--- src/rtl/icache_if.sv ---
// Instruction-side bus between datapath, icache and memory controller.
// The cache is the slave; the bench (datapath plus memory) drives the master side.
interface icache_if;
  logic        imemREN;
  logic [31:0] imemaddr;
  logic        ihit;
  logic [31:0] imemload;
  logic        iREN;
  logic [31:0] iaddr;
  logic        iwait;
  logic [31:0] iload;

  modport slave (
    input  imemREN, imemaddr, iwait, iload,
    output ihit, imemload, iREN, iaddr
  );

  modport master (
    output imemREN, imemaddr, iwait, iload,
    input  ihit, imemload, iREN, iaddr
  );
endinterface

--- src/rtl/icache.sv ---
// Direct-mapped, read-only, one-word-per-frame instruction cache with single-word miss fill.
// Define ICACHE_STATS_EN to build the hit/miss counters; otherwise the count outputs are tied to 0.
module icache #(
  parameter int SETS = 16
) (
  input  logic        CLK,
  input  logic        RST,
  icache_if.slave     bus,
  output logic [31:0] hit_count,
  output logic [31:0] miss_count
);

  localparam int IW = $clog2(SETS);
  localparam int TW = 30 - IW;

  typedef enum logic {IDLE, FILL} state_e;

  state_e          state_q, state_d;
  logic [31:0]     missAddr_q, missAddr_d;
  logic [SETS-1:0] valid_q;
  logic [TW-1:0]   tag_q  [SETS];
  logic [31:0]     data_q [SETS];

  logic [IW-1:0] reqIdx;
  logic [TW-1:0] reqTag;
  logic [IW-1:0] fillIdx;
  logic [TW-1:0] fillTag;
  logic          lookupHit;
  logic          fillDone;
  logic          unusedAddrBits;

  assign reqIdx         = bus.imemaddr[IW+1:2];
  assign reqTag         = bus.imemaddr[31:IW+2];
  assign fillIdx        = missAddr_q[IW+1:2];
  assign fillTag        = missAddr_q[31:IW+2];
  assign unusedAddrBits = ^bus.imemaddr[1:0];

  assign lookupHit = (state_q == IDLE) && bus.imemREN && valid_q[reqIdx]
                     && (tag_q[reqIdx] == reqTag);
  assign fillDone  = (state_q == FILL) && !bus.iwait;

  always_ff @(posedge CLK) begin
    if (RST) begin
      state_q    <= IDLE;
      missAddr_q <= '0;
      valid_q    <= '0;
    end else begin
      state_q    <= state_d;
      missAddr_q <= missAddr_d;
      if (fillDone) valid_q[fillIdx] <= 1'b1;
    end
  end

  // Tag/data arrays need no reset: valid bits gate every read.
  always_ff @(posedge CLK) begin
    if (!RST && fillDone) begin
      tag_q[fillIdx]  <= fillTag;
      data_q[fillIdx] <= bus.iload;
    end
  end

  always_comb begin
    state_d      = state_q;
    missAddr_d   = missAddr_q;
    bus.ihit     = 1'b0;
    bus.imemload = '0;
    bus.iREN     = 1'b0;
    bus.iaddr    = '0;
    case (state_q)
      IDLE: begin
        if (lookupHit) begin
          bus.ihit     = 1'b1;
          bus.imemload = data_q[reqIdx];
        end else if (bus.imemREN) begin
          missAddr_d = {bus.imemaddr[31:2], 2'b00};
          state_d    = FILL;
        end
      end
      FILL: begin
        bus.iREN  = 1'b1;
        bus.iaddr = missAddr_q;
        if (!bus.iwait) state_d = IDLE;
      end
      default: state_d = IDLE;
    endcase
  end

`ifdef ICACHE_STATS_EN
  logic [31:0] hitCount_q;
  logic [31:0] missCount_q;

  always_ff @(posedge CLK) begin
    if (RST) begin
      hitCount_q  <= '0;
      missCount_q <= '0;
    end else begin
      if (lookupHit) hitCount_q <= hitCount_q + 32'd1;
      if (state_q == IDLE && state_d == FILL) missCount_q <= missCount_q + 32'd1;
    end
  end

  assign hit_count  = hitCount_q;
  assign miss_count = missCount_q;
`else
  assign hit_count  = '0;
  assign miss_count = '0;
`endif

endmodule

--- src/flat_wrapper.sv ---
// flat-port wrapper written by rule: the top's interface ports become plain ports
module icache_flat 
#(
  parameter int SETS = 16
)
  (CLK, RST, hit_count, miss_count, bus_imemREN, bus_imemaddr, bus_iwait, bus_iload, bus_ihit, bus_imemload, bus_iREN, bus_iaddr);
  icache_if bus_i ();
  input  logic CLK;
  input  logic RST;
  output logic [31:0] hit_count;
  output logic [31:0] miss_count;
  input wire logic [$bits(bus_i.imemREN)-1:0] bus_imemREN;
  input wire logic [$bits(bus_i.imemaddr)-1:0] bus_imemaddr;
  input wire logic [$bits(bus_i.iwait)-1:0] bus_iwait;
  input wire logic [$bits(bus_i.iload)-1:0] bus_iload;
  output wire logic [$bits(bus_i.ihit)-1:0] bus_ihit;
  output wire logic [$bits(bus_i.imemload)-1:0] bus_imemload;
  output wire logic [$bits(bus_i.iREN)-1:0] bus_iREN;
  output wire logic [$bits(bus_i.iaddr)-1:0] bus_iaddr;
  assign bus_i.imemREN = bus_imemREN;
  assign bus_i.imemaddr = bus_imemaddr;
  assign bus_i.iwait = bus_iwait;
  assign bus_i.iload = bus_iload;
  assign bus_ihit = bus_i.ihit;
  assign bus_imemload = bus_i.imemload;
  assign bus_iREN = bus_i.iREN;
  assign bus_iaddr = bus_i.iaddr;
  icache #(.SETS(SETS)) u_core (.CLK(CLK), .RST(RST), .bus(bus_i), .hit_count(hit_count), .miss_count(miss_count));
endmodule
--- config.mk ---
export PLATFORM = sky130hd
export DESIGN_NAME = icache_flat
export DESIGN_NICKNAME = d
export VERILOG_FILES = /design/src/rtl/icache_if.sv /design/src/rtl/icache.sv /design/src/flat_wrapper.sv
export SDC_FILE = /design/constraint.sdc
export NUM_CORES = 1
export LEC_CHECK = 0
export CAP_MARGIN = 20
export CORE_MARGIN = 2
export CORE_UTILIZATION = 60
export CTS_CLUSTER_SIZE = 12
export DETAILED_ROUTE_END_ITERATION = 10
export PLACE_DENSITY = 0.81
export SETUP_SLACK_MARGIN = 0.5
export SYNTH_ARGS = -nofsm -noshare
export SYNTH_HDL_FRONTEND = slang
export SYNTH_SLANG_ARGS = --single-unit
--- constraint.sdc ---
create_clock -name CLK -period 6.1 [get_ports CLK]
set_input_delay 1.525 -clock CLK [delete_from_list [all_inputs] [get_ports CLK]]
set_output_delay 1.525 -clock CLK [all_outputs]
set_load 0.02 [all_outputs]
==> results of run 1 <==
-- repair_timing --
action	4_1_cts	5_1_grt
resized for setup	206	14
setup endpoints to repair	33	33
pin swaps	9	0
buffers inserted	19	0
gates cloned	6	0
hold buffers	0	0
hold endpoints to repair	0	0
-- routing by layer --
metal  vias up  routed length (µm)
met5         -                  14
met4         2                4110
met3       248                9800
met2      1400               48300
met1     10200               33700
li1       7845                   -
-- critical path: stages --
cell and delay, ns:
sky130_fd_sc_hd__buf_16 0.15, sky130_fd_sc_hd__buf_12 0.14, sky130_fd_sc_hd__mux4_2 0.50, sky130_fd_sc_hd__mux2i_2 0.17, sky130_fd_sc_hd__mux2i_1 0.11, sky130_fd_sc_hd__xor2_1 0.21
sky130_fd_sc_hd__or4_1 0.49, sky130_fd_sc_hd__and4bb_4 0.38, sky130_fd_sc_hd__buf_4 0.14, sky130_fd_sc_hd__buf_12 0.14, sky130_fd_sc_hd__and3_4 0.20, sky130_fd_sc_hd__buf_4 0.14
-- report_power, final --
group          leakage (µW)  internal (µW)  switching (µW)  total (µW)
registers           0.00902           7370            65.9        7430
logic               0.00457            351             415         766
clock network       0.00133           2980            2390        5370
total                0.0149          10700            2870       13600
-- area by class of cell --
type	count	area [µm²]
Inverter	23	91.3
Multi-Input combinational cell	720	9190
Clock inverter	19	161
Fill cell	3660	18600
Antenna cell	2	5.00
Clock buffer	131	2580
Timing Repair Buffer	272	2810
Tap cell	846	1060
Sequential cell	975	28800
-- stage by stage --
step | power, µW | hold slack [ns]
CTS | 13600 | 0.472
global placement | 8260 | 0.455
finish | 13600 | 0.476
global route | 13900 | 0.485
detailed placement | 8290 | 0.464
floorplan | 8020 | 0.449
-- flip-flops by register name, indices dropped and copies added (netlist names) --
name and count:
u_core.state_q 1, u_core.tag_q 416, u_core.missAddr_q 30, u_core.data_q 512, u_core.valid_q 16
-- layout by cell type, fill, tap and decap left out, types with 3 or more instances in the layout --
master,instances
sky130_fd_sc_hd__clkdlybuf4s50_1,91
sky130_fd_sc_hd__mux2_2,4
sky130_fd_sc_hd__nor2_1,7
sky130_fd_sc_hd__a22oi_1,4
sky130_fd_sc_hd__buf_2,5
sky130_fd_sc_hd__xor2_1,19
sky130_fd_sc_hd__nand2b_1,70
sky130_fd_sc_hd__inv_1,20
sky130_fd_sc_hd__conb_1,66
sky130_fd_sc_hd__buf_16,6
sky130_fd_sc_hd__buf_12,24
sky130_fd_sc_hd__a221oi_1,5
sky130_fd_sc_hd__mux4_2,260
sky130_fd_sc_hd__nand2_1,14
sky130_fd_sc_hd__clkbuf_1,30
sky130_fd_sc_hd__inv_6,3
sky130_fd_sc_hd__nand3_1,6
sky130_fd_sc_hd__clkbuf_8,6
sky130_fd_sc_hd__nor3_1,3
sky130_fd_sc_hd__and3_4,10
sky130_fd_sc_hd__a31oi_1,3
sky130_fd_sc_hd__clkinv_1,9
sky130_fd_sc_hd__or2_2,4
sky130_fd_sc_hd__nor4_2,3
sky130_fd_sc_hd__buf_4,123
sky130_fd_sc_hd__a21oi_1,9
sky130_fd_sc_hd__o22ai_1,24
sky130_fd_sc_hd__and2_1,32
sky130_fd_sc_hd__and3_1,25
sky130_fd_sc_hd__buf_6,16
sky130_fd_sc_hd__nor2b_1,5
sky130_fd_sc_hd__a221o_1,3
sky130_fd_sc_hd__dfxtp_1,47
sky130_fd_sc_hd__nor2_4,16
sky130_fd_sc_hd__mux2i_1,76
sky130_fd_sc_hd__clkbuf_16,97
sky130_fd_sc_hd__clkinv_2,3
sky130_fd_sc_hd__xnor2_1,16
sky130_fd_sc_hd__edfxtp_1,928
sky130_fd_sc_hd__o21ai_0,4
-- how the worst min path moves through the flow --
stage / start / to / slack, ns / cells past startpoint
6_report: u_core.valid_q[7] / u_core.valid_q[7] / 0.48 / 2
2_1_floorplan: u_core.valid_q[10] / u_core.valid_q[10] / 0.45 / 2
3_5_place_dp: u_core.valid_q[0] / u_core.valid_q[0] / 0.46 / 2
4_1_cts: u_core.valid_q[0] / u_core.valid_q[0] / 0.47 / 2
5_1_grt: u_core.valid_q[15] / u_core.valid_q[15] / 0.49 / 2
3_3_place_gp: u_core.valid_q[6] / u_core.valid_q[6] / 0.46 / 2
-- logic make-up after synthesis --
logic type	Yosys count	share of synthesized area
AO/OA/AOI/OAI	69	0.0123
XOR/XNOR	36	0.00817
buffers and inverters	185	0.0285
flip-flops	975	0.746
multiplexers	343	0.173
other	1	0.0000971
AND/OR/NAND/NOR	206	0.0314
==> out/metrics.yaml, run 1 <==
floorplan.die.width_um: 258
final_net_count: 2155
grt_use_met1: 0.384
cts_tree: "yes"
grt_setup_unrepaired: "true"
io_buffers: 129
cts.root.buffer_cell: "sky130_fd_sc_hd__clkbuf_16"
use_met3: 0.0720
global_route.usage.total: 0.293
post-synth-top-area-fraction: 0.722
dieHeight_um: 258
detail_route.vias_per_cell: 6.61
final.setup.tns_ns: 0
ir_worst_vdd_mv: 0.243
fmax_mhz: 170
synth_edf_count: 928
synthToLayoutAreaGrowth_pct: 15.8
biggest_area_consumer_among_synthesized_cells: "sky130_fd_sc_hd__edfxtp_1"
coreArea_um2: 63300
clock-skew-final_ns: 0.0205
detail_route.iter0.violations: 2418
final_worst_setup_slack_ns: 0.228
post_route_cells_drive_above_1_share: 0.283
period_needed_ns: 5.87
synth.distinct_cells: 55
hold_class: "register to register"
dp.cells: 2811
cp_capture_point: "bus_imemload[3]"
placement.setup.worst_slack_ns: -0.474
critPathKind: "input port to primary output"
dp_hpwl_um: 49000
cts_made_buffers: 95
clock_path_buffers: 3
drt_wl_total_um: 95900
synthesis.instances: 1815
post_synth_main_area_contributors: "sky130_fd_sc_hd__edfxtp_1 72%, sky130_fd_sc_hd__mux4_2 15%, sky130_fd_sc_hd__dfxtp_1 2.4%, sky130_fd_sc_hd__mux2i_1 2.0%, sky130_fd_sc_hd__buf_4 1.5%"
ff2ff_setup_slack_ns: 2.05
crit_arrival_ns: 4.35
fin_crit_sh: 0.963
worst-path-max-fanout: 14
netlist_area_um2: 38600
cts.reportedPaths.clkPinSlew_ns: 0.06
design.die.area_um2: 66400
worstRegToRegCells: 14
avgSynthCellArea_um2: 21.3
rr_endpoint: "u_core.missAddr_q[20]"
grt_max_degree: 79
yosysMostFrequentCell: "sky130_fd_sc_hd__edfxtp_1"
ys.flop_type: "sky130_fd_sc_hd__edfxtp_1"
first_pass_grt_wire_length_um: 138000
powerDensity_nw_per_um2: 303
ys_top_cells_by_count: "928 x sky130_fd_sc_hd__edfxtp_1, 260 x sky130_fd_sc_hd__mux4_2, 79 x sky130_fd_sc_hd__mux2i_1"
post_layout_nonfiller_instances: 2988
via_count_of_the_first_global_routing_pass: 20500
insertion_delay_ns: 0.66
busiest_layer: "met2"
drv_slew: 0
count_of_endpoints_failing_setup_in_the_final_report: 0
vias: 19700
drc: 0
clock_sinks: 975
setup.worst_path.start_class: "input port"
finalHoldViolCount: 0
worst_setup_path_startpoint: "bus_imemaddr[2]"
avgRoutedWirePerCell_um: 32.1
critical_path.endpoint_type: "primary output"
r2r_start: "u_core.tag_q[15][15]"
max_slew.worst_pin.slew_ns: 0.926
firstDrtPassIters: 8
gr-usage-met2: 0.476
ys.warnings.count: 0
finish.utilization: 0.706
postRouteAntennaNets: 0
outcome: "finished clean"
rows: 92
h-tree-depth: 3
grt_antenna_before_repair: 3
gp_congestion: 0.795
top_level_ports: 198
ys_ff_latch: 975
required_time_of_the_critical_path_ns: 4.58
yosysSeqAreaShare: 0.746
power_leakage_uw: 0.0149
dpl_cell_area_um2: 41500
slew-limit-headroom: 0.381
global_route.overflow_total: 0
stdcell_area_um2: 44700
drv_cap: 0
initial_utilization: 0.610
asyncSetResetFlopFracSynth: 0
Note: power is estimated with default switching activity, not from simulation.
==> run 2: changes to the inputs <==
CORE_MARGIN = 1.5   (was 2)
PLACE_DENSITY = unset   (was 0.81)
PLACE_DENSITY_LB_ADDON = 0.25   (was unset)
==> run 2 against run 1 <==
Sequential share of layout area is 1.2 points lower. Die area is 0.77% lower. Critical path depth is 3 higher. Utilization is 1.4 points higher. Register-to-register slack worse by 0.23 ns. Design area is 1.9% higher. Hold slack better by 0.00051 ns. Maximum frequency hardly changed. First-iteration DRC count is 0.45% lower. Critical path type unchanged.
==> out/metrics.yaml, run 2 (same netlist as run 1, synthesis figures left out) <==
outcome: "finished clean"  # unchanged
powerDensity_nw_per_um2: 299  # was 303 nW/µm²
required_time_of_the_critical_path_ns: 4.58  # about the same
worst-path-max-fanout: 14  # unchanged
max_slew.worst_pin.slew_ns: 1.05  # was 0.926 ns
cts_made_buffers: 96  # was 95
clock_sinks: 975  # unchanged
power_leakage_uw: 0.0152  # was 0.0149 µW
critical-path-slowest-cell: "sky130_fd_sc_hd__nor4_4"  # was sky130_fd_sc_hd__mux4_2
grt_antenna_before_repair: 3  # unchanged
grt_setup_unrepaired: "true"  # unchanged
top_level_ports: 198  # unchanged
crit_arrival_ns: 4.35  # about the same
setup.worst_path.start_class: "input port"  # unchanged
post_layout_nonfiller_instances: 3023  # was 2,988
slew-limit-headroom: 0.296  # was 0.381
cts.reportedPaths.clkPinSlew_ns: 0.06  # about the same
drv_cap: 0  # unchanged
cp_common_cell: "sky130_fd_sc_hd__buf_12"
h-tree-depth: 3  # unchanged
drt_wl_total_um: 93400  # was 95,900 µm
max_stage_delay_ns: 0.37  # was 0.50 ns
most_frequent_cells_in_the_layout: "928 x sky130_fd_sc_hd__edfxtp_1, 260 x sky130_fd_sc_hd__mux4_2, 108 x sky130_fd_sc_hd__buf_4"  # was 928 x sky130_fd_sc_hd__edfxtp_1, 260 x sky130_fd_sc_hd__mux4_2, 123 x sky130_fd_sc_hd__buf_4
worstRegToRegCells: 15  # was 14
largest_register_ff_count: 512  # unchanged
via_count_of_the_first_global_routing_pass: 20100  # was 20.5k
dp.cells: 2821  # was 2,811
finalHoldViolCount: 0  # unchanged
final_net_count: 2187  # was 2,155
global_route.usage.total: 0.284  # was 0.293
first_pass_grt_wire_length_um: 133000  # was 138,000 µm
filler_cell_count: 3612  # was 3,660
clock_path_buffers: 3  # unchanged
max_flop_register: "u_core.data_q"  # unchanged
gp_congestion: 0.791  # was 0.795
synthToLayoutAreaGrowth_pct: 18.0  # was 15.8%
period_needed_ns: 5.88  # was 5.87 ns
insertion_delay_ns: 0.66  # about the same
io_buffers: 129  # unchanged
multiInputGateArea_um2: 9360  # was 9190 µm²
fmax_mhz: 170  # about the same
dp_hpwl_um: 47500  # was 49,000 µm
layout.area.seq_um2: 28800  # unchanged
path_buf_inv: 9  # was 5
dieHeight_um: 257  # was 258 µm
firstDrtPassIters: 5  # was 8
drc: 0  # unchanged
detail_route.vias_per_cell: 6.42  # was 6.61
rows: 92  # unchanged
critPathTopFamily: "buffers and inverters"  # was simple AND/OR/NAND/NOR gates
coreArea_um2: 63300  # unchanged
cts_tree: "yes"  # unchanged
path_cells: "buf_12 -> buf_12 -> buf_4 -> inv_2 -> buf_6 -> nand2_1 -> a31oi_2 -> xor2_2 -> nor4_4 -> and4bb_4 -> buf_6 -> buf_12 -> buf_8 -> and3_1 -> buf_2"  # was buf_16 -> buf_12 -> mux4_2 -> mux2i_2 -> mux2i_1 -> xor2_1 -> or4_1 -> and4bb_4 -> buf_4 -> buf_12 -> and3_4 -> buf_4
fin_crit_sh: 0.964  # was 0.963
hold_class: "register to register"  # unchanged
avgRoutedWirePerCell_um: 30.9  # was 32.1 µm
vias: 19400  # was 19.7k
count_of_endpoints_failing_setup_in_the_final_report: 0  # unchanged
postRouteAntennaNets: 0  # unchanged
grt_max_degree: 73  # was 79
largest_registers: "u_core.data_q x512, u_core.tag_q x416, u_core.missAddr_q x30"  # unchanged
design.die.area_um2: 65900  # was 66,400 µm²
worstSetupPathDepth: 15  # was 12
layout.cells.most_common: "sky130_fd_sc_hd__edfxtp_1"  # unchanged
cts.root.buffer_cell: "sky130_fd_sc_hd__clkbuf_16"  # unchanged
clock-skew-final_ns: 0.0304  # was 0.0205 ns
global_route.overflow_total: 0  # unchanged
post_route_cells_drive_above_1_share: 0.308  # was 0.283
floorplan.die.width_um: 257  # was 258 µm
ir_worst_vdd_mv: 0.232  # was 0.243 mV
worst_hold_path.num_cells: 2  # unchanged
critical_path.endpoint_type: "primary output"  # unchanged
detail_route.iter0.violations: 2407  # was 2,418
hold_ws_ns: 0.477  # was 0.476 ns
initial_utilization: 0.610  # unchanged
drv_slew: 0  # unchanged
critPathKind: "input port to primary output"  # unchanged
-- run 2: changes by cell type in the layout (fill, tap and decap cells not counted), moves of 6 or more --
cell                        before  now
sky130_fd_sc_hd__buf_6          16   41
sky130_fd_sc_hd__buf_12         24   41
sky130_fd_sc_hd__and3_1         25   10
sky130_fd_sc_hd__and3_4         10   25
sky130_fd_sc_hd__buf_4         123  108
sky130_fd_sc_hd__clkbuf_16      97  103
-- run 2: final cells by class --
cell class / instances / share of cell area
clock inverter: 20 / 0.00431
multi-input combinational: 720 / 0.205
clock buffer: 135 / 0.0575
sequential: 975 / 0.632
tap: 846 / 0.0232
inverter: 23 / 0.00200
timing repair buffer: 303 / 0.0753
antenna: 1 / 0.0000549
-- run 2: where the power goes --
part           switching, µW  total [µW]  leakage [µW]  internal, µW
registers               62.2        7430       0.00902          7370
logic                    421         789       0.00485           368
clock network           2370        5430       0.00137          3050
total                   2860       13600        0.0152         10800
-- run 2: worst paths after layout --
check                       startpoint               endpoint  slack [ns]
setup reg to reg  u_core.tag_q[15][14]  u_core.missAddr_q[30]        1.82
setup / recovery       bus_imemaddr[4]       bus_imemload[19]        0.22
hold reg to reg      u_core.valid_q[2]      u_core.valid_q[2]        0.48
hold / removal       u_core.valid_q[2]      u_core.valid_q[2]        0.48
-- run 2: per-stage QoR --
| stage | power, µW | instance area (µm²) | utilization | setup WS, ns | TNS [ns] |
|---|---|---|---|---|---|
| 5_1_grt | 14000 | 45600 | 0.720 | 0.173 | 0 |
| 2_1_floorplan | 8020 | 38900 | - | 0.523 | 0 |
| 4_1_cts | 13700 | 45100 | 0.713 | 0.258 | 0 |
| 3_5_place_dp | 8300 | 41600 | 0.658 | -0.503 | -15.39 |
| 3_3_place_gp | 8280 | 41600 | 0.658 | -0.469 | -14.41 |
| 6_report | 13600 | 45600 | 0.720 | 0.223 | 0 |
-- run 2: tightest hold or removal path: cells and delay by family (launching register included) --
kind | cells | cell delay (ns)
flip-flops | 1 | 0.30
buffers and inverters | 1 | 0.05
AO/OA/AOI/OAI | 1 | 0.07
-- run 2: routing by layer --
metal  track usage  vias up  share of wire
met2         0.459     1132           0.50
met5             0        -        0.00043
met4        0.0985        6          0.029
met1         0.390    10200           0.38
met3        0.0592      155          0.093
li1              -     7926              -
-- run 2: what timing repair did --
action	4_1_cts	5_1_grt
resized for setup	238	48
setup endpoints to repair	33	33
buffers inserted	26	10
pin swaps	17	9
hold buffers	0	0
cloned	5	5
==> run 3: changes to the inputs <==
CORE_MARGIN = 2   (was 1.5)
TNS_END_PERCENT = 20   (was unset)
==> run 3 against run 2 <==
Global-route usage down 1.0 points. Largest power group unchanged. Die area rose by 0.78%. Highest routed layer unchanged. Sequential power barely moved. Via count is 1.3% lower. Combinational power down 2%. Register-to-register slack worse by 0.15 ns. Wire length down 4.0%.
==> out/metrics.yaml, run 3 (same netlist as run 1, synthesis figures left out) <==
outcome: "finished clean"  # unchanged
busiest_layer: "met2"  # unchanged
max_slew.worst_pin.slew_ns: 1.12  # was 1.05 ns
coreArea_um2: 63300  # unchanged
initial_utilization: 0.610  # unchanged
most_frequent_cells_in_the_layout: "928 x sky130_fd_sc_hd__edfxtp_1, 260 x sky130_fd_sc_hd__mux4_2, 109 x sky130_fd_sc_hd__buf_4"  # was 928 x sky130_fd_sc_hd__edfxtp_1, 260 x sky130_fd_sc_hd__mux4_2, 108 x sky130_fd_sc_hd__buf_4
detail_route.iter0.violations: 2097  # was 2,407
required_time_of_the_critical_path_ns: 4.58  # about the same
power.sequential.fraction: 0.541  # was 0.544
cts.root.buffer_cell: "sky130_fd_sc_hd__clkbuf_16"  # unchanged
clock_path_buffers: 3  # unchanged
filler_cell_count: 3643  # was 3,612
total_power_uw: 13700  # was 13,600 µW
global_route.overflow_total: 0  # unchanged
power_leakage_uw: 0.0152  # about the same
worst-path-max-fanout: 8  # was 14
h-tree-depth: 3  # unchanged
stdcell_area_um2: 45200  # was 45,600 µm²
largest_registers: "u_core.data_q x512, u_core.tag_q x416, u_core.missAddr_q x30"  # unchanged
post_route_cells_drive_above_1_share: 0.291  # was 0.308
post_layout_nonfiller_instances: 3025  # was 3,023
ir_worst_vdd_mv: 0.256  # was 0.232 mV
max_flop_register: "u_core.data_q"  # unchanged
dieHeight_um: 258  # was 257 µm
count_of_endpoints_failing_setup_in_the_final_report: 0  # unchanged
design.die.area_um2: 66400  # was 65,900 µm²
clockPowerShare: 0.403  # was 0.398
rr_endpoint: "u_core.missAddr_q[26]"  # was u_core.missAddr_q[30]
drv_cap: 0  # unchanged
worstRegToRegCells: 14  # was 15
firstDrtPassIters: 5  # unchanged
dpl_cell_area_um2: 41600  # about the same
hold_ws_ns: 0.476  # was 0.477 ns
min_from: "u_core.valid_q[12]"  # was u_core.valid_q[2]
first_pass_grt_wire_length_um: 131000  # was 133,000 µm
postCtsHoldBufs: 0  # unchanged
r2r_start: "u_core.tag_q[15][15]"  # was u_core.tag_q[15][14]
grt_setup_unrepaired: "true"  # unchanged
gr-usage-met2: 0.447  # was 0.459
drt_wl_total_um: 89700  # was 93,400 µm
fin_crit_sh: 0.969  # was 0.964
vias: 19100  # was 19.4k
synthToLayoutAreaGrowth_pct: 17.2  # was 18.0%
combinationalPowerShare: 0.056  # was 0.058
netSwitchingPower_uw: 2890  # was 2860 µW
powerDensity_nw_per_um2: 304  # was 299 nW/µm²
insertion_delay_ns: 0.65  # was 0.66 ns
clock_sinks: 975  # unchanged
cts.reportedPaths.clkPinSlew_ns: 0.06  # about the same
global_route.usage.total: 0.273  # was 0.284
cts_made_buffers: 98  # was 96
final_net_count: 2179  # was 2,187
via_count_of_the_first_global_routing_pass: 19700  # was 20.1k
io_buffers: 129  # unchanged
cts_tree: "yes"  # unchanged
internal_power_component_uw: 10800  # about the same
clock-skew-final_ns: 0.0208  # was 0.0304 ns
worst_hold_path.num_cells: 2  # unchanged
setup.worst_path.start_class: "input port"  # unchanged
power.switching_fraction: 0.210  # was 0.209
gp_congestion: 0.805  # was 0.791
grt_antenna_before_repair: 6  # was 3
hold_class: "register to register"  # unchanged
layout.cells.most_common: "sky130_fd_sc_hd__edfxtp_1"  # unchanged
drc: 0  # unchanged
crit_arrival_ns: 4.39  # was 4.35 ns
min_to: "u_core.valid_q[12]"  # was u_core.valid_q[2]
dp.cells: 2819  # was 2,821
slew-limit-headroom: 0.254  # was 0.296
grt_max_degree: 79  # was 73
drv_slew: 0  # unchanged
period_needed_ns: 5.91  # was 5.88 ns
critical_path.endpoint_type: "primary output"  # unchanged
rows: 92  # unchanged
top_level_ports: 198  # unchanged
postRouteAntennaNets: 0  # unchanged
grt_use_met1: 0.378  # was 0.390
largest_register_ff_count: 512  # unchanged
floorplan.die.width_um: 258  # was 257 µm
critPathKind: "input port to primary output"  # unchanged
fmax_mhz: 169  # was 170 MHz
ff2ff_setup_slack_ns: 1.67  # was 1.82 ns
use_met3: 0.0656  # was 0.0592
dp_hpwl_um: 47500  # about the same
avgRoutedWirePerCell_um: 29.6  # was 30.9 µm
finalHoldViolCount: 0  # unchanged
detail_route.vias_per_cell: 6.33  # was 6.42
[run 3: power groups by stage]
stage	Clock, µW	Sequential (µW)	Combinational, µW
CTS	5590	7430	764
global route	5860	7430	818
floorplan	0	7540	481
global placement	0	7560	710
finish	5540	7430	772
detailed placement	0	7570	723
[run 3: stage by stage]
step / setup TNS, ns / setup slack [ns] / util
after floorplan: 0 / 0.523 / -
after global placement: -13.80 / -0.515 / 0.658
after detailed placement: -13.20 / -0.518 / 0.658
after CTS: 0 / 0.209 / 0.712
after global routing: 0 / 0.0877 / 0.715
final: 0 / 0.189 / 0.715
[run 3: what timing repair did]
item,CTS,global route
pin swaps,10,4
endpoints found under the setup margin,33,33
endpoints found under the hold margin,0,0
resized for setup,203,23
buffers inserted,28,4
gates cloned,4,1
[run 3: how the worst max path moves through the flow]
stage               depth (start not counted)             from  slack [ns]                to
finish                                     14  bus_imemaddr[2]        0.19  bus_imemload[18]
global route                               16  bus_imemaddr[2]        0.09   bus_imemload[6]
CTS                                        14  bus_imemaddr[2]        0.21  bus_imemload[18]
detailed placement                         11  bus_imemaddr[2]       -0.52   bus_imemload[5]
global placement                           11  bus_imemaddr[2]       -0.52   bus_imemload[3]
floorplan                                   9  bus_imemaddr[3]        0.52   bus_imemload[0]
[run 3: cell type report]
type | count | area (µm²) | share of cell area
clock buffer | 138 | 2670 | 0.0591
timing repair buffer | 293 | 3190 | 0.0705
sequential | 975 | 28800 | 0.637
inverter | 23 | 87.6 | 0.00194
clock inverter | 29 | 223 | 0.00492
antenna | 1 | 2.50 | 0.0000553
multi-input combinational | 720 | 9210 | 0.203
tap | 846 | 1060 | 0.0234
[run 3: routing by layer]
| layer | routed length, µm | vias to the layer above | part of all wire |
|---|---|---|---|
| li1 | - | 7923 | - |
| met1 | 34400 | 10000 | 0.38 |
| met2 | 45000 | 1055 | 0.50 |
| met3 | 8270 | 146 | 0.092 |
| met4 | 1890 | 8 | 0.021 |
| met5 | 57 | - | 0.00064 |
[run 3: worst max-delay path: stages]
cell and delay [ns]:
sky130_fd_sc_hd__buf_16 0.14, sky130_fd_sc_hd__buf_12 0.16, sky130_fd_sc_hd__mux4_2 0.53, sky130_fd_sc_hd__mux2i_2 0.20
sky130_fd_sc_hd__xor2_1 0.20, sky130_fd_sc_hd__mux2i_1 0.12, sky130_fd_sc_hd__nor4_1 0.31, sky130_fd_sc_hd__buf_4 0.17
sky130_fd_sc_hd__and4bb_4 0.35, sky130_fd_sc_hd__buf_12 0.14, sky130_fd_sc_hd__buf_12 0.11, sky130_fd_sc_hd__buf_12 0.11
sky130_fd_sc_hd__and3_4 0.18, sky130_fd_sc_hd__buf_6 0.11
